$ cat config.mk
export PLATFORM = sky130hd
export DESIGN_NAME = berger_fault_campaign_ctrl
export DESIGN_NICKNAME = d
export VERILOG_FILES = /design/src/rtl/berger_pkg.sv /design/src/rtl/berger_sat_counter.sv /design/src/rtl/berger_fault_campaign_ctrl.sv
export SDC_FILE = /design/constraint.sdc
export NUM_CORES = 1
export LEC_CHECK = 0
export CORE_ASPECT_RATIO = 1.2
export CORE_MARGIN = 2
export CORE_UTILIZATION = 40
export CTS_CLUSTER_SIZE = 12
export DETAILED_ROUTE_END_ITERATION = 10
export GPL_ROUTABILITY_DRIVEN = 0
export PLACE_DENSITY = 0.75
export SYNTH_ARGS = -nofsm -noshare
export SYNTH_HDL_FRONTEND = slang
export SYNTH_SLANG_ARGS = --single-unit
$ cat constraint.sdc
create_clock -name clk -period 5.5 [get_ports clk]
set_clock_uncertainty 0.2 [all_clocks]
set_input_delay 1.65 -clock clk [delete_from_list [all_inputs] [get_ports clk]]
set_output_delay 1.65 -clock clk [all_outputs]
set_load 0.005 [all_outputs]
$ cat src/rtl/berger_pkg.sv
// Shared types and constants for the Berger fault-injection campaign controller.
package berger_pkg;

    localparam int CODE_W_DEF = 12;

    localparam logic [1:0] DIR_Z2O  = 2'b00;
    localparam logic [1:0] DIR_O2Z  = 2'b01;
    localparam logic [1:0] DIR_BOTH = 2'b10;

    typedef enum logic [2:0] {
        ST_IDLE,
        ST_APPLY,
        ST_WAIT,
        ST_SAMPLE,
        ST_DONE
    } state_t;

    // Both 2'b10 and 2'b11 run each mask in both directions.
    function automatic logic dir_is_both(input logic [1:0] mode);
        return mode[1];
    endfunction

endpackage

$ cat src/rtl/berger_sat_counter.sv
// Tally counter with synchronous clear that sticks at all-ones instead of wrapping.
module berger_sat_counter #(
    parameter int CNT_W = 14
) (
    input  logic             clk,
    input  logic             rst_n,
    input  logic             clr,
    input  logic             inc,
    output logic [CNT_W-1:0] count
);

    logic [CNT_W-1:0] count_reg;

    always_ff @(posedge clk or negedge rst_n) begin
        if (!rst_n) begin
            count_reg <= '0;
        end else if (clr) begin
            count_reg <= '0;
        end else if (inc && (count_reg != {CNT_W{1'b1}})) begin
            count_reg <= count_reg + 1'b1;
        end
    end

    assign count = count_reg;

endmodule

$ cat src/rtl/berger_fault_campaign_ctrl.sv
// Walks every non-zero error mask over one golden Berger codeword, drives the
// external injector and tallies the external checker's verdict per injection.
module berger_fault_campaign_ctrl
    import berger_pkg::*;
#(
    parameter int CODE_W    = CODE_W_DEF,
    parameter int CHECK_LAT = 1,
    parameter int CNT_W     = CODE_W + 2
) (
    input  logic              clk,
    input  logic              rst_n,
    input  logic              start,
    input  logic              abort,
    input  logic [1:0]        dir_mode,
    input  logic [CODE_W-1:0] base_code,
    output logic [CODE_W-1:0] inj_code,
    output logic [CODE_W-1:0] error_mask,
    output logic              fault_en,
    output logic              zero_to_one_error,
    input  logic [CODE_W-1:0] err_code_in,
    input  logic              chk_error,
    output logic              busy,
    output logic              done,
    output logic [CNT_W-1:0]  cnt_effective,
    output logic [CNT_W-1:0]  cnt_detected,
    output logic [CNT_W-1:0]  cnt_missed,
    output logic [CNT_W-1:0]  cnt_false
);

    localparam logic [3:0] WAIT_INIT = 4'(CHECK_LAT - 1);

    state_t            state_reg;
    logic [CODE_W-1:0] code_reg;
    logic [CODE_W-1:0] mask_reg;
    logic              z2o_reg;
    logic [1:0]        mode_reg;
    logic              fault_en_reg;
    logic              busy_reg;
    logic              done_reg;
    logic [3:0]        wait_cnt_reg;

    logic              start_ok;
    logic              sample_fire;
    logic              eff;
    logic [3:0]        inc_vec;
    logic [CNT_W-1:0]  cnt_arr [4];

    assign start_ok    = (state_reg == ST_IDLE) && start;
    // An abort landing on the sample cycle discards that verdict.
    assign sample_fire = (state_reg == ST_SAMPLE) && !abort;
    assign eff         = (err_code_in != code_reg);

    assign inc_vec = {sample_fire && !eff && chk_error,
                      sample_fire &&  eff && !chk_error,
                      sample_fire &&  eff &&  chk_error,
                      sample_fire &&  eff};

    generate
        for (genvar gi = 0; gi < 4; gi++) begin : g_cnt
            berger_sat_counter #(
                .CNT_W (CNT_W)
            ) u_cnt (
                .clk   (clk),
                .rst_n (rst_n),
                .clr   (start_ok),
                .inc   (inc_vec[gi]),
                .count (cnt_arr[gi])
            );
        end
    endgenerate

    always_ff @(posedge clk or negedge rst_n) begin
        if (!rst_n) begin
            state_reg    <= ST_IDLE;
            code_reg     <= '0;
            mask_reg     <= '0;
            z2o_reg      <= 1'b0;
            mode_reg     <= 2'b00;
            fault_en_reg <= 1'b0;
            busy_reg     <= 1'b0;
            done_reg     <= 1'b0;
            wait_cnt_reg <= 4'd0;
        end else begin
            done_reg <= 1'b0;
            if ((state_reg != ST_IDLE) && abort) begin
                state_reg    <= ST_IDLE;
                fault_en_reg <= 1'b0;
                busy_reg     <= 1'b0;
            end else begin
                case (state_reg)
                    ST_IDLE: begin
                        if (start) begin
                            code_reg     <= base_code;
                            mode_reg     <= dir_mode;
                            mask_reg     <= {{(CODE_W-1){1'b0}}, 1'b1};
                            z2o_reg      <= (dir_mode != DIR_O2Z);
                            fault_en_reg <= 1'b1;
                            busy_reg     <= 1'b1;
                            state_reg    <= ST_APPLY;
                        end
                    end
                    ST_APPLY: begin
                        wait_cnt_reg <= WAIT_INIT;
                        state_reg    <= ST_WAIT;
                    end
                    ST_WAIT: begin
                        if (wait_cnt_reg == 4'd0) begin
                            state_reg <= ST_SAMPLE;
                        end else begin
                            wait_cnt_reg <= wait_cnt_reg - 4'd1;
                        end
                    end
                    ST_SAMPLE: begin
                        if (dir_is_both(mode_reg) && z2o_reg) begin
                            z2o_reg   <= 1'b0;
                            state_reg <= ST_APPLY;
                        end else if (mask_reg == {CODE_W{1'b1}}) begin
                            fault_en_reg <= 1'b0;
                            busy_reg     <= 1'b0;
                            done_reg     <= 1'b1;
                            state_reg    <= ST_DONE;
                        end else begin
                            mask_reg  <= mask_reg + 1'b1;
                            z2o_reg   <= (mode_reg != DIR_O2Z);
                            state_reg <= ST_APPLY;
                        end
                    end
                    ST_DONE: begin
                        state_reg <= ST_IDLE;
                    end
                    default: begin
                        state_reg <= ST_IDLE;
                    end
                endcase
            end
        end
    end

    assign inj_code          = code_reg;
    assign error_mask        = mask_reg;
    assign fault_en          = fault_en_reg;
    assign zero_to_one_error = z2o_reg;
    assign busy              = busy_reg;
    assign done              = done_reg;
    assign cnt_effective     = cnt_arr[0];
    assign cnt_detected      = cnt_arr[1];
    assign cnt_missed        = cnt_arr[2];
    assign cnt_false         = cnt_arr[3];

endmodule

[Word-level counts from Yosys, hierarchy flattened]
Index checks and enable logic that the tools add are counted.
Word-level totals
  register bits after elaboration: 92
  input port bits: 31
  output and inout bits: 84
  logic and storage cells: 104
Operators by class
  $add $sub $neg: 6
  eq/ne operators: 20
  mux-type cells: 33
  bitwise operators: 1
  reduce and logical (&&, ||, !) cells: 32
Operator list (number)
  14-bit 2-to-1 mux: 8
  14-bit by 1-bit adder with 14-bit output (second input constant): 4
  14-bit != test (second input constant): 4
  12-bit 2-to-1 mux: 3
  12-bit one-hot mux with 2 select lines: 1
  3-bit 2-to-1 mux: 5
  1-bit logical AND: 13
  12-bit by 1-bit adder with 12-bit output (second input constant): 1
  12-bit equality test (second input constant): 1
  12-bit != test: 1
  3-bit one-hot mux with 4 select lines: 1
  2-bit nonzero test: 6
  1-bit 2-to-1 mux: 11
  3-bit != test (second input constant): 3
  2-bit != test (second input constant): 4
  4-bit one-hot mux with 2 select lines: 1
  4-bit AND reduction: 2
  3-bit by 2-bit equality test with 1-bit output (second input constant): 2
  3-bit AND reduction: 2
  3-bit nonzero test: 2
  5-bit AND reduction: 1
  4-bit zero test: 1
  4-bit 2-to-1 mux: 1
  2-bit by 1-bit != test with 1-bit output (second input constant): 2
  9 further kinds: 12

[Longest topological paths before layout]
  depth in word-level cells: 7
  mapped depth: 9
  gate-level depth less buffers: 8

[Cells and area by module]
From an unflattened synthesis, not the netlist that was laid out.
Unflattened totals
  cells, all modules: 557
  area, all modules: 5315.1 µm²
Modules (own cells, without submodules)
  berger_sat_counter (g_cnt[0].u_cnt ...): times used 3, cells each 85, area an instance 803.3 µm², sequential area each 350.3 µm²
  berger_fault_campaign_ctrl: times used 1, cells each 219, area an instance 2089.5 µm², sequential area each 900.9 µm²
  berger_sat_counter (g_cnt[3].u_cnt): times used 1, cells each 83, area an instance 815.8 µm², sequential area each 350.3 µm²

[Worst setup path after synthesis]
OpenSTA, ideal clock, no wires.
  path kind: input to register
  from: in err_code_in[6]
  to: reg g_cnt[3].u_cnt.count_reg[11]
  setup time: 78 ps
  arrival: 3138 ps
  data required time: 5222 ps
  path slack: 2084 ps
  stages: 7
  buffers on the path: 1
  cells stage by stage: xor2_1 > nor4_1 > nand3_1 > buf_6 > or3_1 > or3_1 > a21oi_1
Between the ends
  word-level cells in the longest chain between the ends: 6
RTL lines
  start: declaration: line berger_fault_campaign_ctrl.sv:20  | input logic [CODE_W-1:0] err_code_in,
  12-bit != test: line berger_fault_campaign_ctrl.sv:51  | assign eff = (err_code_in != code_reg);
  1-bit zero test: line berger_fault_campaign_ctrl.sv:53  | assign inc_vec = {sample_fire && !eff && chk_error,
  1-bit logical AND (2 in a row): line berger_fault_campaign_ctrl.sv:53
  1-bit logical AND: line berger_sat_counter.sv:19  | end else if (inc && (count_reg != {CNT_W{1'b1}})) begin
  2-bit nonzero test (no source line)
  end signal: assignment: line berger_sat_counter.sv:20  | count_reg <= count_reg + 1'b1;
  end: declaration: line berger_sat_counter.sv:12  | logic [CNT_W-1:0] count_reg;
Every way passes these cells.
A chain may end at the register's enable or synchronous reset.

[Worst setup path in the final report]
  from: in err_code_in[6]
  to: reg g_cnt[2].u_cnt.count_reg[11]
Between the ends
  word-level cells in the longest chain between the ends: 5
RTL lines
  12-bit != test: line berger_fault_campaign_ctrl.sv:51
  1-bit logical AND (2 in a row): line berger_fault_campaign_ctrl.sv:54  | sample_fire && eff && !chk_error,
  1-bit logical AND: line berger_sat_counter.sv:19
  2-bit nonzero test (no source line)
  end signal: assignment: line berger_sat_counter.sv:20
  end: declaration: line berger_sat_counter.sv:12
Every way passes these cells.

==> metrics.md <==
| Metric | Value |
|---|---|
| Yosys reg bits | `between 90 and 100` |
| Achievable Freq | `roughly 250 MHz` |
| Largest family of logic cells by synthesized area | `simple AND/OR/NAND/NOR gates` |
| Number of flops mapped to enable cells by yosys | `0` |
| Pre-antenna DRT Iters | `7` |
| Asr flop ratio synth | `100.0%` |
| CTS tree | `built` |
| Post-Syn Instances | `~540` |
| Adder-cell share of the synthesized area | `1.803%` |
| Total track usage | `between 15 and 20%` |
| Post-Synth Simple-Gate Area | `27.28%` |
| Fillers | `1133` |
| Maxcap violations | `0` |
| CP max-delay cell | `a21oi_1` |
| CTS sink cnt | `between 90 and 100` |
| Most Crowded Layer GR | `met2` |
| Vias | `about 4300` |
| CP Buf/Inv Count | `2` |
| Hold_buf cts | `0` |
| Htree depth | `3` |
| CP cell instances | `clkdlybuf4s50_1 -> xor2_1 -> nor4_1 -> nand3_1 -> buf_4 -> a21oi_1 -> o21ai_0 -> o41ai_1` |
| Period minus WS final | `around 4.0 ns` |
| Setup bufs post-CTS | `0` |
| Post-Syn Nets | `579` |
| Syn. warnings | `0` |
| Die area | `approximately 13000 sq um` |
| DPL Wire Length | `8510 um` |
| DR WL/cell | `about 15 um` |
| R2R cell count | `7` |
| Initial antenna violation count | `0` |
| Library cells used by synthesis | `just over 50` |
| Placed inst area | `approximately 6000 sq um` |
| Post-synthesis compound-gate area fraction | `under 10%` |
| Number of hold violations in the final report | `0` |
| Layout cell share with drive strength beyond 1 | `4.762%` |
| Main synth FF type | `dfrtp_1` |
| Die X | `about 100 um` |
| Status | `finished clean` |
| Post-CTS Resized | `0` |
| Area Growth Syn to Fin | `31.94%` |
| Met1 usage | `21.66%` |
| CP arrival | `4.07 ns` |
| Via density | `approximately 5.3` |
| Worst-path clk slew | `0.06 ns` |
| Layout net count | `a little under 700` |
| Final Cycle Share | `between 70% and 80%` |
| WL final | `roughly 12000 um` |
| First-pass GRT wire length | `between 15000 and 20000 um` |
| Ports | `115` |
| Longest Clk Path Bufs | `2` |
| Synth Area in XOR/XNOR | `6.852%` |
| Slew @ Worst Pin | `0.9072 ns` |
| Drt drc | `0` |
| Sequential share of the synthesized area | `a little under half` |
| Largest net degree at the start of global routing | `72` |
| Vias in the first global route | `roughly 4300` |
| CP endpoint kind | `flop` |
| RSZ-0062 raised after global routing | `false` |
| Final instance area | `roughly 6400 sq um` |
| Worst ir drop on vdd | `~0.00024 V` |
| Slowest stage delay, CP | `around 0.64 ns` |
| Pwr Density | `321.9 nW/um^2` |
| Setup WS pre-CTS | `between 1 and 1.5 ns` |
| 1st-iter DRT viols | `218` |
| Post-synthesis average cell area | `between 8 and 9 sq um` |
| TNS Setup | `0 ns` |
| Mux cell area share after synthesis | `under 10%` |
| Initial Util | `between 40% and 50%` |
| Final Setup Violations | `0` |
| Min Hold Slack | `0.2815 ns` |
| Met3 Use GR | `3.558%` |
| Setup slack after layout | `between 1 and 1.5 ns` |
| Max FFs per register | `56` |
| CP Launch Type | `input port` |
| Critical Path Fanout Max | `22` |
| Hold path depth | `2` |
| Met2 usage | `31.68%` |
| Row Count | `between 40 and 50` |
| Max-slew violation count | `0` |
| Cell depth of the worst setup path | `8` |
| Clock Latency Late Sink | `0.33 ns` |
| Lkg Pwr | `2.788 nW` |
| Rel. slew slack | `between 30% and 40%` |
| Port Buffers | `around 110` |
| Synthesized area | `around 4900 sq um` |
| Root Buffer | `clkbuf_16` |
| Die Y | `124.7 um` |
| Routed Antenna Nets | `0` |
| TritonCTS buffer count | `9` |
| Largest delay share family, worst path | `compound AO/OA/AOI/OAI gates` |
| Worst hold path class | `flop to flop` |
| Kind of critical path | `input port to flop` |
| Total gr overflow | `0` |
| ANT cells | `0` |
| Worst path required time | `between 5 and 6 ns` |
| Core area | `about 12000 sq um` |
## logic make-up (layout without fill, tap and decap cells)
kind of cell | Yosys count | after routing
compound gates | 76 | 76
xor+xnor | 38 | 38
flops | 92 | 92
fa+ha+maj | 7 | 7
mux | 17 | 17
simple gates | 272 | 272
buf+inv | 39 | 149
## metrics by stage
step                instances  power, mW  utilization (%)
floorplan                 541      1.224                -
global placement          796      1.469            51.04
detailed placement        796      1.495            51.04
CTS                       812      2.088            53.40
global route              812      2.194            53.40
finish                    812      2.063            53.40
## synthesized netlist by cell type (all sizes together) (13+ instances only)
| master | instances | share of area (%) |
|---|---|---|
| nand2 | 98 | 7.6 |
| dfrtp | 92 | 47 |
| nor2 | 52 | 4.0 |
| a21oi | 24 | 2.5 |
| nand3 | 23 | 2.4 |
| xor2 | 23 | 4.1 |
| o21ai | 22 | 2.3 |
| clkbuf | 17 | 1.3 |
| nand4 | 16 | 2.1 |
| mux2i | 15 | 3.1 |
| nor3 | 15 | 1.5 |
| xnor2 | 15 | 2.7 |
| inv | 14 | 1.1 |
| or3 | 13 | 1.7 |
## worst paths after layout
| check | start | end | slack (ns) |
|---|---|---|---|
| max | err_code_in[6] | g_cnt[2].u_cnt.count[11] | 1.46 |
| min | mode_reg[0] | mode_reg[0] | 0.28 |
| min reg2reg | mode_reg[0] | mode_reg[0] | 0.28 |
| min in group asynchronous | rst_n | error_mask[8] | 1.23 |
| max in group asynchronous | rst_n | g_cnt[0].u_cnt.count[9] | 3.01 |
| max reg2reg | inj_code[6] | g_cnt[2].u_cnt.count[11] | 2.77 |
## area by class of cell
cell class | instances | area (sq um) | area share [%]
Timing Repair Buffer | 119 | 1176 | 18.35
Inverter | 14 | 52.55 | 0.8200
Sequential cell | 92 | 2302 | 35.92
Clock inverter | 1 | 5.005 | 0.07809
Tap cell | 161 | 201.4 | 3.143
Multi-Input combinational cell | 410 | 2394 | 37.35
Clock buffer | 15 | 277.8 | 4.334
## tightest hold or removal path, stage by stage, from the launching register on
cell	delay [ns]
dfrtp_1	0.34
nand2_1	0.05
nand2_1	0.05
## layer usage
metal	wire [um]	up-vias
met5	0	-
met4	242	0
met3	559	22
met2	5915	105
met1	5120	2135
li1	-	2078
## power by group
part	leakage (nW)	internal [mW]	switching (mW)
clock	0.140	0.344	0.243
sequential	1.25	0.771	0.117
combinational	1.40	0.287	0.301
total	2.79	1.40	0.662
## placed cells by master (no fill, tap or decap), types with 2 or more instances in the layout
cell | netlist | final
nor2_1 | 52 | 52
mux2_2 | 2 | 2
clkbuf_1 | 17 | 3
buf_4 | 1 | 6
a211oi_1 | 2 | 2
a31oi_1 | 3 | 3
and4_1 | 3 | 3
nand4_1 | 16 | 16
nor4_1 | 6 | 6
nand3b_1 | 2 | 2
a221o_1 | 3 | 3
nor4b_1 | 2 | 2
ha_1 | 7 | 7
xnor2_1 | 15 | 15
nand2_1 | 98 | 98
inv_1 | 14 | 14
nor3_1 | 15 | 15
o21ai_0 | 22 | 22
or4b_2 | 2 | 2
a21o_1 | 9 | 9
mux2i_1 | 15 | 15
a31o_2 | 4 | 4
clkbuf_8 | 0 | 3
and2_1 | 7 | 6
nand2b_1 | 6 | 6
nand3_1 | 23 | 23
nor2b_1 | 4 | 4
clkdlybuf4s50_1 | 0 | 113
xor2_1 | 23 | 23
or4_1 | 2 | 2
a21oi_1 | 24 | 24
or3_1 | 13 | 13
dfrtp_1 | 92 | 92
and3_1 | 12 | 12
nor3b_1 | 2 | 2
clkbuf_16 | 0 | 9
or2_2 | 2 | 2
Note: power is estimated with default switching activity, not from simulation.
